**src/rtl/pppc_share_arbiter_if.sv**
```systemverilog
// Request/bounds/flip bundle between two requesters, the share arbiter and the
// single ping-pong counter it drives.
interface pppc_share_arbiter_if #(
  parameter int WIDTH = 4
);
  logic [1:0]       req;
  logic [WIDTH-1:0] min0;
  logic [WIDTH-1:0] max0;
  logic [WIDTH-1:0] min1;
  logic [WIDTH-1:0] max1;
  logic [1:0]       flip_req;
  logic             cnt_direction;
  logic             cnt_enable;
  logic             cnt_flip;
  logic [WIDTH-1:0] cnt_min;
  logic [WIDTH-1:0] cnt_max;
  logic [1:0]       grant;
  logic             slice_done;
  logic             cfg_err;

  modport slave (
    input  req, min0, max0, min1, max1, flip_req, cnt_direction,
    output cnt_enable, cnt_flip, cnt_min, cnt_max, grant, slice_done, cfg_err
  );

  modport master (
    output req, min0, max0, min1, max1, flip_req, cnt_direction,
    input  cnt_enable, cnt_flip, cnt_min, cnt_max, grant, slice_done, cfg_err
  );
endinterface

```
**src/rtl/pppc_share_arbiter.sv**
```systemverilog
// Round-robin owner of one ping-pong counter; a grant lasts SLICE_BOUNCES natural
// direction reversals or until the owner lets go of its request.
module pppc_share_arbiter #(
  parameter int WIDTH         = 4,
  parameter int SLICE_BOUNCES = 2
) (
  input logic                clk,
  input logic                rst,
  pppc_share_arbiter_if.slave bus
);
  typedef enum logic [1:0] {
    IDLE    = 2'd0,
    LOAD    = 2'd1,
    RUN     = 2'd2,
    RELEASE = 2'd3
  } state_e;

  localparam logic [3:0] SLICE_LIMIT = 4'(SLICE_BOUNCES);

  state_e           state_q, state_d;
  logic             owner_q, owner_d;
  logic             last_q, last_d;
  logic [3:0]       bounce_q, bounce_d;
  logic             dir_q, dir_d;
  logic [1:0]       flip_prev_q, flip_prev_d;
  logic             flip_dly_q, flip_dly_d;
  logic             cnt_enable_q, cnt_enable_d;
  logic             cnt_flip_q, cnt_flip_d;
  logic [WIDTH-1:0] cnt_min_q, cnt_min_d;
  logic [WIDTH-1:0] cnt_max_q, cnt_max_d;
  logic [1:0]       grant_q, grant_d;
  logic             slice_done_q, slice_done_d;
  logic             cfg_err_q, cfg_err_d;

  logic             counted;
  logic [3:0]       bounce_inc;
  logic             owner_req;
  logic             flip_edge;

  // A reversal seen one cycle after our own flip pulse was caused by that flip.
  assign counted    = (bus.cnt_direction != dir_q) && !flip_dly_q;
  assign bounce_inc = bounce_q + {3'b000, counted};
  assign owner_req  = bus.req[owner_q];
  assign flip_edge  = bus.flip_req[owner_q] & ~flip_prev_q[owner_q];

  always_comb begin
    state_d     = state_q;
    owner_d     = owner_q;
    last_d      = last_q;
    bounce_d    = bounce_q;
    dir_d       = bus.cnt_direction;
    flip_prev_d = bus.flip_req;
    flip_dly_d  = cnt_flip_q;
    cnt_min_d   = cnt_min_q;
    cnt_max_d   = cnt_max_q;
    cnt_flip_d  = 1'b0;
    cfg_err_d   = 1'b0;
    case (state_q)
      IDLE: begin
        if (bus.req != 2'b00) begin
          if (bus.req == 2'b11) begin
            owner_d = ~last_q;
          end else begin
            owner_d = bus.req[1];
          end
          if (owner_d) begin
            cnt_min_d = bus.min1;
            cnt_max_d = bus.max1;
          end else begin
            cnt_min_d = bus.min0;
            cnt_max_d = bus.max0;
          end
          cfg_err_d = (cnt_min_d >= cnt_max_d);
          state_d   = LOAD;
        end else begin
          state_d = IDLE;
        end
      end
      LOAD: begin
        bounce_d = 4'd0;
        if (cnt_min_q >= cnt_max_q) begin
          state_d = RELEASE;
        end else begin
          state_d = RUN;
        end
      end
      RUN: begin
        bounce_d = bounce_inc;
        if ((bounce_inc == SLICE_LIMIT) || !owner_req) begin
          state_d = RELEASE;
        end else begin
          state_d    = RUN;
          cnt_flip_d = flip_edge;
        end
      end
      RELEASE: begin
        last_d  = owner_q;
        state_d = IDLE;
      end
      default: begin
        state_d = IDLE;
      end
    endcase
    // Outputs are the Moore view of the state being entered, so they register cleanly.
    cnt_enable_d = (state_d == RUN);
    slice_done_d = (state_d == RELEASE);
    if ((state_d == LOAD) || (state_d == RUN)) begin
      grant_d = owner_d ? 2'b10 : 2'b01;
    end else begin
      grant_d = 2'b00;
    end
  end

  always_ff @(posedge clk) begin
    if (rst) begin
      state_q      <= IDLE;
      owner_q      <= 1'b0;
      last_q       <= 1'b1;
      bounce_q     <= 4'd0;
      dir_q        <= 1'b0;
      flip_prev_q  <= 2'b00;
      flip_dly_q   <= 1'b0;
      cnt_enable_q <= 1'b0;
      cnt_flip_q   <= 1'b0;
      cnt_min_q    <= {WIDTH{1'b0}};
      cnt_max_q    <= {WIDTH{1'b1}};
      grant_q      <= 2'b00;
      slice_done_q <= 1'b0;
      cfg_err_q    <= 1'b0;
    end else begin
      state_q      <= state_d;
      owner_q      <= owner_d;
      last_q       <= last_d;
      bounce_q     <= bounce_d;
      dir_q        <= dir_d;
      flip_prev_q  <= flip_prev_d;
      flip_dly_q   <= flip_dly_d;
      cnt_enable_q <= cnt_enable_d;
      cnt_flip_q   <= cnt_flip_d;
      cnt_min_q    <= cnt_min_d;
      cnt_max_q    <= cnt_max_d;
      grant_q      <= grant_d;
      slice_done_q <= slice_done_d;
      cfg_err_q    <= cfg_err_d;
    end
  end

  assign bus.cnt_enable = cnt_enable_q;
  assign bus.cnt_flip   = cnt_flip_q;
  assign bus.cnt_min    = cnt_min_q;
  assign bus.cnt_max    = cnt_max_q;
  assign bus.grant      = grant_q;
  assign bus.slice_done = slice_done_q;
  assign bus.cfg_err    = cfg_err_q;
endmodule

```
**src/flat_wrapper.sv**
```systemverilog
// flat-port wrapper written by rule: the top's interface ports become plain ports
module pppc_share_arbiter_flat 
#(
  parameter int WIDTH         = 4,
  parameter int SLICE_BOUNCES = 2
)
  (clk, rst, bus_req, bus_min0, bus_max0, bus_min1, bus_max1, bus_flip_req, bus_cnt_direction, bus_cnt_enable, bus_cnt_flip, bus_cnt_min, bus_cnt_max, bus_grant, bus_slice_done, bus_cfg_err);
  pppc_share_arbiter_if #(.WIDTH(WIDTH)) bus_i ();
  input logic clk;
  input logic rst;
  input wire logic [$bits(bus_i.req)-1:0] bus_req;
  input wire logic [$bits(bus_i.min0)-1:0] bus_min0;
  input wire logic [$bits(bus_i.max0)-1:0] bus_max0;
  input wire logic [$bits(bus_i.min1)-1:0] bus_min1;
  input wire logic [$bits(bus_i.max1)-1:0] bus_max1;
  input wire logic [$bits(bus_i.flip_req)-1:0] bus_flip_req;
  input wire logic [$bits(bus_i.cnt_direction)-1:0] bus_cnt_direction;
  output wire logic [$bits(bus_i.cnt_enable)-1:0] bus_cnt_enable;
  output wire logic [$bits(bus_i.cnt_flip)-1:0] bus_cnt_flip;
  output wire logic [$bits(bus_i.cnt_min)-1:0] bus_cnt_min;
  output wire logic [$bits(bus_i.cnt_max)-1:0] bus_cnt_max;
  output wire logic [$bits(bus_i.grant)-1:0] bus_grant;
  output wire logic [$bits(bus_i.slice_done)-1:0] bus_slice_done;
  output wire logic [$bits(bus_i.cfg_err)-1:0] bus_cfg_err;
  assign bus_i.req = bus_req;
  assign bus_i.min0 = bus_min0;
  assign bus_i.max0 = bus_max0;
  assign bus_i.min1 = bus_min1;
  assign bus_i.max1 = bus_max1;
  assign bus_i.flip_req = bus_flip_req;
  assign bus_i.cnt_direction = bus_cnt_direction;
  assign bus_cnt_enable = bus_i.cnt_enable;
  assign bus_cnt_flip = bus_i.cnt_flip;
  assign bus_cnt_min = bus_i.cnt_min;
  assign bus_cnt_max = bus_i.cnt_max;
  assign bus_grant = bus_i.grant;
  assign bus_slice_done = bus_i.slice_done;
  assign bus_cfg_err = bus_i.cfg_err;
  pppc_share_arbiter #(.WIDTH(WIDTH), .SLICE_BOUNCES(SLICE_BOUNCES)) u_core (.clk(clk), .rst(rst), .bus(bus_i));
endmodule
```
**config.mk**
```make
export PLATFORM = sky130hd
export DESIGN_NAME = pppc_share_arbiter_flat
export DESIGN_NICKNAME = d
export VERILOG_FILES = /design/src/rtl/pppc_share_arbiter_if.sv /design/src/rtl/pppc_share_arbiter.sv /design/src/flat_wrapper.sv
export SDC_FILE = /design/constraint.sdc
export NUM_CORES = 1
export LEC_CHECK = 0
export ABC_AREA = 1
export CAP_MARGIN = 20
export CORE_UTILIZATION = 55
export CTS_BUF_LIST = sky130_fd_sc_hd__clkbuf_4
export DETAILED_ROUTE_END_ITERATION = 12
export DONT_BUFFER_PORTS = 1
export GPL_ROUTABILITY_DRIVEN = 0
export GPL_TIMING_DRIVEN = 0
export MAX_ROUTING_LAYER = met4
export PLACE_DENSITY = 0.7
export SKIP_CTS_REPAIR_TIMING = 1
export SKIP_LAST_GASP = 1
export SLEW_MARGIN = 10
export SYNTH_ARGS = -nofsm -noshare
export SYNTH_HDL_FRONTEND = slang
export SYNTH_SLANG_ARGS = --single-unit
```
**constraint.sdc**
```tcl
create_clock -name clk -period 3.9 [get_ports clk]
set_input_delay 0.585 -clock clk [delete_from_list [all_inputs] [get_ports clk]]
set_output_delay 0.585 -clock clk [all_outputs]
set_load 0.05 [all_outputs]
```
==> run summary <==
Yosys top cell by area -> dfxtp_1
yosys synthesis warning count -> 0
I/O Pins -> 37
half-perimeter wire length after placement -> 2086 um
kind of critical path -> register to register
Critical Path RT -> 4.15 ns
Wirelength per Cell -> 12.62 um
placed cells -> 203
routed wire length -> 2612 um
post-route ant nets -> 0
Max Freq -> 439.3 MHz
IO Port Bufs -> 0
clk_skew -> 0.005157 ns
Post-Syn Area -> 1358 um2
CTS Buf Count -> 3
Worst Reg-to-Reg Cells -> 13
Die Footprint -> 2671 um2
layout cell share with drive strength beyond 1 -> 6.145%
gr usage total -> 22.95%
endpoints failing setup -> 0
core area -> 2276 um2
RSZ-0062 raised after global routing -> no
Crit path top cell by count -> inv_1
antenna violations before repair -> 0
Synth Register Bits -> 26
largest net degree at the start of global routing -> 15
clock-pin slew on the worst setup and hold paths -> 0.13 ns
via count -> 1134
Yosys top cell area share -> 38.34%
clk sink count -> 26
most frequent cells after synthesis -> nand2_1 (32), inv_1 (31), dfxtp_1 (26)
Synth cell types -> 25
Filler cells -> 215
Buf+Inv Stages, Crit Path -> 4
peak supply drop -> 0.3378 mV
worst-skew pair later-pin latency -> 0.32 ns
most common cell in the netlist -> nand2_1
status -> finished clean
Critical Path End Type -> register
Hold Crit Class -> input port to register
H-tree depth -> 1
Vias/cell -> 5.478
Post-synth EDFFs -> 0
Crit-path slowest cell -> dfxtp_1
DR pass1 iterations -> 4
RR Startpoint -> u_core.bus.cnt_max[3]
Critical Path Start -> u_core.bus.cnt_max[3]
vias in the first global route -> 1030
Reg power frac -> 56.1%
max_slew headroom -> 62.09%
Worst-Margin Slew -> 0.5679 ns
Initial Util -> 59.65%
crit path cell chain -> inv_1, ha_1, nand2_1, inv_1, nand3_1, nand3_1, nand2_1, nand3_2, nand2_1, inv_1, ha_1, inv_1, nor3_1
P_int -> 0.4643 mW
Max Root-Sink Buffers -> 2
P_sw -> 0.4331 mW
post-synthesis cell count -> 175
first-pass GRT wire length -> 4353 um
Comb power frac -> 31.2%
Mapped Nets -> 214
CTS tree -> done
Synth Flop Type -> dfxtp_1
Crit path largest cell delay -> 0.68 ns
Layout area overhead -> 4.516%
Die Y -> 51.68 um
DRC Markers -> 0
fin crit share -> 58.37%
setup TNS -> 0 ns
Iter 0 DRT Violations -> 18
Syn Area/Cell -> 7.757 um2
Synth area leaders -> dfxtp_1 (38%), ha_1 (15%), nand2_1 (8.8%), inv_1 (8.6%), a21oi_1 (4.8%)
# diodes -> 0
grt ovf -> 0
static leakage -> 0.7275 nW
Seq/Total Area, Yosys -> 38.34%
maxcap violations -> 0
CTS root buf -> clkbuf_4
Hold Crit Depth -> 2
reg2reg end -> u_core.bus.grant[1]
asr flop ratio synth -> 0%
final hold vios -> 0
nets -> 219
WHS Endpoint -> u_core.flip_prev_q[1]
Critical Path AT -> 2.53 ns
switching share of total power -> 48.26%
pwr/cell area -> 632.5 nW/um2
Largest delay share family, worst path -> simple AND/OR/NAND/NOR gates
R2R Setup Slk -> 1.62 ns
post-route minimum period -> 2.276 ns
worst-path fanout max -> 3
Clk network pwr share -> 12.7%
Worst setup SP type -> register
DIE WIDTH -> 51.68 um
fin cells -> 207
Max Slew Vio Count -> 0
Hold Startpoint -> bus_flip_req[1]
# rows -> 17
layer usage:
layer	wire length [um]	GRT usage, %	up-vias
met5	0	-	-
li1	-	-	575
met2	1210	36.15	38
met1	1180	29.40	514
met4	49	9.459	0
met3	171	3.509	7
how the worst max path moves through the flow:
stage / end / depth (start not counted)
5_1_grt: u_core.bus.grant[0] / 13
3_3_place_gp: u_core.bus.grant[0] / 17
2_1_floorplan: u_core.bus.grant[0] / 15
3_5_place_dp: u_core.bus.grant[0] / 17
4_1_cts: u_core.bus.grant[1] / 13
6_report: u_core.bus.grant[1] / 13
power by group through the flow:
stage / clock network, mW / registers, mW / logic [mW]
floorplan: 0 / 0.498 / 0.225
detailed placement: 0 / 0.510 / 0.278
finish: 0.114 / 0.503 / 0.280
global route: 0.129 / 0.511 / 0.329
CTS: 0.117 / 0.504 / 0.281
global placement: 0 / 0.509 / 0.268
layout by cell type (no fill, tap or decap):
cell / n
a21oi_1: 13
a31oi_1: 3
buf_2: 1
buf_4: 1
clkbuf_1: 1
clkbuf_4: 3
clkinv_1: 1
dfxtp_1: 26
ha_1: 16
inv_1: 31
mux2_4: 1
mux2i_1: 4
nand2_1: 32
nand2_2: 1
nand2_4: 1
nand3_1: 10
nand3_2: 1
nand4_1: 2
nor2_1: 12
nor2_2: 2
nor3_1: 2
o211ai_1: 1
o21ai_0: 7
o21ai_1: 4
o21bai_1: 1
o32ai_1: 1
xnor2_1: 1
registers in the layout, summed over array words and instances, names as in the netlist:
| name | cells |
|---|---|
| u_core.bus.cnt_enable | 1 |
| u_core.state_q | 2 |
| u_core.flip_dly_q | 1 |
| u_core.owner_q | 1 |
| u_core.bus.cnt_min | 4 |
| u_core.dir_q | 1 |
| u_core.bus.cfg_err | 1 |
| u_core.bounce_q | 4 |
| u_core.last_q | 1 |
| u_core.bus.grant | 2 |
| u_core.bus.cnt_max | 4 |
| u_core.bus.slice_done | 1 |
| u_core.flip_prev_q | 2 |
| u_core.bus.cnt_flip | 1 |
final cells by class:
cell class / instances / area, um2 / area share, %
Tap cell: 28 / 35.03 / 2.469
Sequential cell: 26 / 520.5 / 36.68
Buffer: 3 / 16.27 / 1.146
Clock inverter: 1 / 3.754 / 0.2646
Inverter: 31 / 116.4 / 8.201
Clock buffer: 3 / 22.52 / 1.587
Multi-Input combinational cell: 115 / 704.4 / 49.65
logic make-up after synthesis:
family / Yosys count / synth area share (%)
AO/OA/AOI/OAI: 30 / 11.98
AND/OR/NAND/NOR: 63 / 20.46
multiplexers: 5 / 4.055
XOR/XNOR: 1 / 0.6453
adder cells (fa/ha/maj): 16 / 14.75
flip-flops: 26 / 38.34
buffers and inverters: 34 / 9.769
metrics by stage:
| step | power, mW | setup slack (ns) | hold slack, ns | util, % | instance area (um2) |
|---|---|---|---|---|---|
| global placement | 0.7764 | 1.555 | 0.4586 | 61.19 | 1393 |
| detailed placement | 0.7886 | 1.485 | 0.4570 | 61.19 | 1393 |
| CTS | 0.9027 | 1.600 | 0.3417 | 62.34 | 1419 |
| global route | 0.9685 | 1.452 | 0.3520 | 62.34 | 1419 |
| floorplan | 0.7230 | 1.721 | 0.4413 | - | 1358 |
| finish | 0.8975 | 1.624 | 0.3503 | 62.34 | 1419 |
(Power assumes the default switching activity.)
